$ cat config.mk
export PLATFORM = sky130hd
export DESIGN_NAME = instr_fetch
export DESIGN_NICKNAME = d
export VERILOG_FILES = /design/src/rtl/instr_fetch.sv
export SDC_FILE = /design/constraint.sdc
export NUM_CORES = 2
export LEC_CHECK = 0
export CAP_MARGIN = 30
export CORE_ASPECT_RATIO = 0.5
export CORE_UTILIZATION = 45
export CTS_CLUSTER_SIZE = 24
export DETAILED_ROUTE_END_ITERATION = 16
export GPL_TIMING_DRIVEN = 0
export PLACE_DENSITY = 0.66
export SLEW_MARGIN = 20
export SYNTH_ARGS = -nofsm -noshare
export SYNTH_HDL_FRONTEND = slang
export SYNTH_SLANG_ARGS = --single-unit
$ cat constraint.sdc
create_clock -name clk -period 5.7 [get_ports clk]
set_input_delay 1.14 -clock clk [delete_from_list [all_inputs] [get_ports clk]]
set_output_delay 1.14 -clock clk [all_outputs]
set_load 0.005 [all_outputs]
$ cat src/rtl/instr_fetch.sv
// instr_fetch
// Instruction fetch unit for a single-cycle core. It holds a loadable
// on-chip instruction memory, owns the program counter, and presents one
// instruction per clock to the core.
//
// Ports
//   clk           in   system clock, rising edge
//   rst           in   synchronous active-high reset
//   load_start    in   in IDLE/HALT: begin loading at word 0
//   load_valid    in   load_data carries a word to store
//   load_data     in   instruction word to store (32)
//   load_last     in   final word of the load (qualified by load_valid)
//   load_ready    out  high only while loading
//   run_start     in   in IDLE/HALT: start execution at RESET_PC
//   branch_taken  in   core's branch decision for the current instr
//   instr         out  instruction to the core (NOP outside RUN)
//   pc            out  address of instr
//   instr_valid   out  high only while running
//   halted        out  high in HALT
//   fault         out  sticky error flag
module instr_fetch #(
   parameter int          IMEM_DEPTH = 64,
   parameter logic [31:0] RESET_PC   = 32'h0000_0000
) (
   input  logic        clk,
   input  logic        rst,
   input  logic        load_start,
   input  logic        load_valid,
   input  logic [31:0] load_data,
   input  logic        load_last,
   output logic        load_ready,
   input  logic        run_start,
   input  logic        branch_taken,
   output logic [31:0] instr,
   output logic [31:0] pc,
   output logic        instr_valid,
   output logic        halted,
   output logic        fault
);

   localparam int          AW       = $clog2(IMEM_DEPTH);
   localparam logic [31:0] NOP      = 32'h0000_0013;
   localparam logic [31:0] ECALL    = 32'h0000_0073;
   localparam logic [31:0] PC_LIMIT = 32'(IMEM_DEPTH * 4);

   typedef enum logic [1:0] {
      S_IDLE,
      S_LOAD,
      S_RUN,
      S_HALT
   } state_t;

   state_t          r_state;
   state_t          w_state_nxt;
   logic [31:0]     r_pc;
   logic [31:0]     w_pc_nxt;
   logic [AW-1:0]   r_wptr;
   logic [AW-1:0]   w_wptr_nxt;
   logic            r_fault;
   logic            w_fault_nxt;

   // Memory has no reset: contents survive rst and partial reloads.
   logic [31:0]     r_imem [IMEM_DEPTH];

   logic [31:0]     w_fetch;
   logic [31:0]     w_bimm;
   logic [31:0]     w_pc_seq;
   logic            w_pc_bad;
   logic            w_wr_en;
   logic            w_wptr_last;

   // Zero-latency fetch: combinational read at the registered pc.
   assign w_fetch = r_imem[r_pc[AW+1:2]];

   // B-type immediate, sign-extended from bit 12.
   assign w_bimm = {{19{w_fetch[31]}}, w_fetch[31], w_fetch[7],
                    w_fetch[30:25], w_fetch[11:8], 1'b0};

   // Adder wraps modulo 2^32, so a backward branch past 0 lands far above
   // PC_LIMIT and is caught by the range check.
   assign w_pc_seq = branch_taken ? (r_pc + w_bimm) : (r_pc + 32'd4);
   assign w_pc_bad = (w_pc_seq[1:0] != 2'b00) || (w_pc_seq >= PC_LIMIT);

   assign w_wptr_last = (r_wptr == AW'(IMEM_DEPTH - 1));
   // A write coinciding with rst is dropped along with the load.
   assign w_wr_en     = (r_state == S_LOAD) && load_valid && !rst;

   always_comb begin
      w_state_nxt = r_state;
      w_pc_nxt    = r_pc;
      w_wptr_nxt  = r_wptr;
      w_fault_nxt = r_fault;
      case (r_state)
         S_IDLE, S_HALT: begin
            // Load takes priority when both starts arrive together.
            if (load_start) begin
               w_state_nxt = S_LOAD;
               w_wptr_nxt  = '0;
               w_fault_nxt = 1'b0;
            end else if (run_start) begin
               w_state_nxt = S_RUN;
               w_pc_nxt    = RESET_PC;
               w_fault_nxt = 1'b0;
            end
         end
         S_LOAD: begin
            if (load_valid) begin
               w_wptr_nxt = r_wptr + 1'b1;
               if (load_last || w_wptr_last) begin
                  w_state_nxt = S_IDLE;
               end
               // Memory filled without the sender marking the end.
               if (w_wptr_last && !load_last) begin
                  w_fault_nxt = 1'b1;
               end
            end
         end
         S_RUN: begin
            // On ECALL or a bad target the pc stays on the terminating
            // instruction so the core can report where it stopped.
            if (w_fetch == ECALL) begin
               w_state_nxt = S_HALT;
            end else if (w_pc_bad) begin
               w_state_nxt = S_HALT;
               w_fault_nxt = 1'b1;
            end else begin
               w_pc_nxt = w_pc_seq;
            end
         end
         default: begin
            w_state_nxt = S_IDLE;
         end
      endcase
   end

   always_ff @(posedge clk) begin
      if (rst) begin
         r_state <= S_IDLE;
         r_pc    <= RESET_PC;
         r_wptr  <= '0;
         r_fault <= 1'b0;
      end else begin
         r_state <= w_state_nxt;
         r_pc    <= w_pc_nxt;
         r_wptr  <= w_wptr_nxt;
         r_fault <= w_fault_nxt;
      end
   end

   always_ff @(posedge clk) begin
      if (w_wr_en) begin
         r_imem[r_wptr] <= load_data;
      end
   end

   assign instr       = (r_state == S_RUN) ? w_fetch : NOP;
   assign pc          = r_pc;
   assign instr_valid = (r_state == S_RUN);
   assign halted      = (r_state == S_HALT);
   assign load_ready  = (r_state == S_LOAD);
   assign fault       = r_fault;

endmodule
==> results.cfg <==
[outcome]
status = finished with violations
violations = negative setup slack

[pwr]
power.leakage_nw = 31.3
p_per_area_nw_per_um2 = 297
pwr-share-seq = 0.568
ir_drop_mv = 0.364
internal_power_w = 0.0235
switching_share = 0.211
combinationalPowerShare = 0.034
power_switching_w = 0.00629
clock_power_share = 0.398

[critical_path]
rrSetupSlack_ps = -510
end_kind = flip-flop
cp.depth = 23
path_max_fanout = 10
crit_top_cell = buf_6
crit_chain = buf_6 > buf_6 > buf_6 > buf_8 > nor2_1 > a22o_1 > a221oi_1 > o22ai_1 > a211o_4 > ha_2 > and4_2 > and3_2 > nand2_4 > a21oi_1 > mux2_2 > a221oi_4 > nand4b_1 > o41ai_4 > buf_4 > nand3_4 > o21a_4 > buf_6 > a22o_1
crit_type = flip-flop to flip-flop
critPathArrivalTime_ps = 6910
path_buf_inv = 6
crit_family = compound AO/OA/AOI/OAI gates
cp.required_ps = 6400
critPathLaunchType = flip-flop
max_stage_delay_ps = 470
ff2ff_path_depth = 23
cp_slowest_cell = dfxtp_4

[min_path]
min_path_type = flip-flop to flip-flop
holdPathStages = 1

[clock_tree]
htreeDepth = 4
cts_tree = built
cts_root_buffer = clkbuf_16
cts_buffers = 182
clkSinkCount = 2094
clk_latency_ps = 840
clockBufferDepth = 3
clkTransAtPathRegs_ps = 60
hold_buffers = 0

[timing]
rsz0062_at_grt = yes
period_minus_slack_ps = 6210
fmax_ghz = 0.161
setup_viol = 44
finalCritPeriodShare = 1.09
final-max-slew-violation-count = 0
worst_pin_slew_ps = 1000
relSlewSlack = 0.331
fin_tns_setup_ps = -18530
hold_viol_final = 0
hold_slack_ps = 534
fin_ws_ps = -513
skew_ps = 29.4

[logic_synthesis]
synth_common_cells = 2048 x edfxtp_1, 419 x mux4_2, 223 x mux2i_1
netlist_area_um2 = 82900
synth-main-ff-cell = edfxtp_1
synth_area_leaders = edfxtp_1 74%, mux4_2 11%, mux2i_1 2.7%
ys_async_sr_fraction = 0
yosysWarnings = 0
syn_area_per_cell_um2 = 19.7
ys_ff_latch = 2094
synth_most_common_cell = edfxtp_1
synth.net_count = 4278
synthCells = 4203
ys_types = 81
yosys.area.top_type = edfxtp_1
ys_seq_area_frac = 0.753
synth_top_area_share = 0.742
synth_edf_count = 2048

[placement]
dpl.hpwl_um = 198000
portBuffers = 104
gp_congestion = 0.904
dpl_worst_slack_ps = -3540

[global_routing]
grt_pass1_wl_um = 394000
grt_pass1_vias = 47442
antenna_found_initial = 14
grt-ovfl-total = 0
grt_max_degree = 65
gr-usage-all-layers = 0.313

[detailed_routing]
wirelength_um = 295000
routed_via_density = 6.83
wl_per_cell_um = 40.2
drtAntennaViolNets = 0
drc_errors = 0
dr.pass1.iters = 6
num_vias = 50228
drt-initial-drc-count = 10423

[die]
start_util = 0.457
coreArea_um2 = 181000
chipWidth_um = 609
dieArea_um2 = 186000
fp.dieH_um = 306
num_rows = 110
io_pins = 107

[final_layout]
num-fill-cells = 13279
nNetsFinal = 4868
drive_above_1_share = 0.287
area_growth_syn_to_layout_pct = 21.0

[run]
maxCapViolCount = 0
-- power by group through the flow --
stage	sequential [W]	combinational [W]	clock [W]
finish	0.0169	0.00102	0.0119
global route	0.0169	0.00105	0.0124
CTS	0.0169	0.000964	0.0118
detailed placement	0.0173	0.000922	0
global placement	0.0173	0.000811	0
floorplan	0.0173	0.000316	0
-- per-layer routing --
layer | wire length (um) | GRT usage | share of wire | vias up
li1 | - | - | - | 18656
met1 | 103000 | 0.418 | 0.35 | 25836
met2 | 126000 | 0.450 | 0.43 | 4773
met3 | 49300 | 0.120 | 0.17 | 939
met4 | 17200 | 0.158 | 0.058 | 24
met5 | 210 | 0 | 0.00071 | -
-- flip-flops by register name (all words and copies together) (netlist names), named ones only --
signal	flops
pc	31
r_imem	2048
fault	1
r_state	2
r_wptr	6
-- stage by stage --
| stage | instance area [um2] | cells | utilization | total power, W |
|---|---|---|---|---|
| 6_report | 100000 | 7351 | 0.553 | 0.0298 |
| 5_1_grt | 100000 | 7346 | 0.553 | 0.0303 |
| 4_1_cts | 99700 | 7309 | 0.550 | 0.0297 |
| 3_5_place_dp | 91900 | 6921 | 0.506 | 0.0182 |
| 3_3_place_gp | 87000 | 6715 | 0.480 | 0.0181 |
| 2_1_floorplan | 83000 | 4203 | - | 0.0176 |
-- area by class of cell --
type	count	area, um2	area share
antenna	7	17.5	0.000175
buffer	216	2520	0.0251
clock buffer	236	4840	0.0483
clock inverter	91	641	0.00639
inverter	20	76.3	0.000761
multi-input combinational	1863	20600	0.205
sequential	2094	62400	0.622
tap	2408	3010	0.0300
timing repair buffer	416	6200	0.0618
-- worst reg2reg max path, stage by stage (launching register included) --
cell and delay [ps]:
dfxtp_4 470, buf_6 230, buf_6 240, buf_6 230
buf_8 260, nor2_1 250, a22o_1 300, a221oi_1 280
o22ai_1 170, a211o_4 400, ha_2 430, and4_2 310
and3_2 240, nand2_4 80, a21oi_1 160, mux2_2 380
a221oi_4 310, nand4b_1 200, o41ai_4 230, buf_4 210
nand3_4 100, o21a_4 250, buf_6 130, a22o_1 220
-- cells in the final DEF (no fill, tap or decap), types with 31 or more instances in the layout --
master	netlist	final
nor2_1	163	84
nand3_1	80	77
buf_6	14	57
nor3_1	38	31
nor2_4	0	72
mux4_2	419	419
clkinv_2	0	34
buf_12	0	136
clkbuf_1	82	82
o22ai_1	53	48
clkinv_1	2	42
and2_1	44	43
a22oi_1	125	118
nand4_1	37	37
edfxtp_1	2048	2048
nand2_1	166	159
buf_4	33	129
buf_16	0	95
buf_2	81	45
a21oi_1	78	69
dfxtp_1	46	41
mux2i_1	223	222
clkbuf_16	0	186
clkdlybuf4s50_1	0	72
-- logic make-up (layout without fill, tap and decap cells) --
family	after synthesis	after routing	share of synthesized area
fa+ha+maj	36	36	0.00552
other cells	1	8	0.0000452
buf+inv	246	979	0.0151
simple gates	641	641	0.0375
xor+xnor	37	37	0.00400
compound gates	475	475	0.0403
mux	673	673	0.145
flops	2094	2094	0.753
-- timing repair --
action / 4_1_cts / 5_1_grt
gates cloned: 2 / 0
setup buffers: 66 / 38
pin swaps: 46 / 27
setup endpoints to repair: 72 / 51
resized for setup: 491 / 79
-- path summary, 6_finish.rpt --
path                  start         to
setup / recovery  flip-flop  flip-flop
hold / removal       pc[28]     pc[28]
setup reg to reg  flip-flop  flip-flop
hold reg to reg      pc[28]     pc[28]
(Power assumes the default switching activity.)
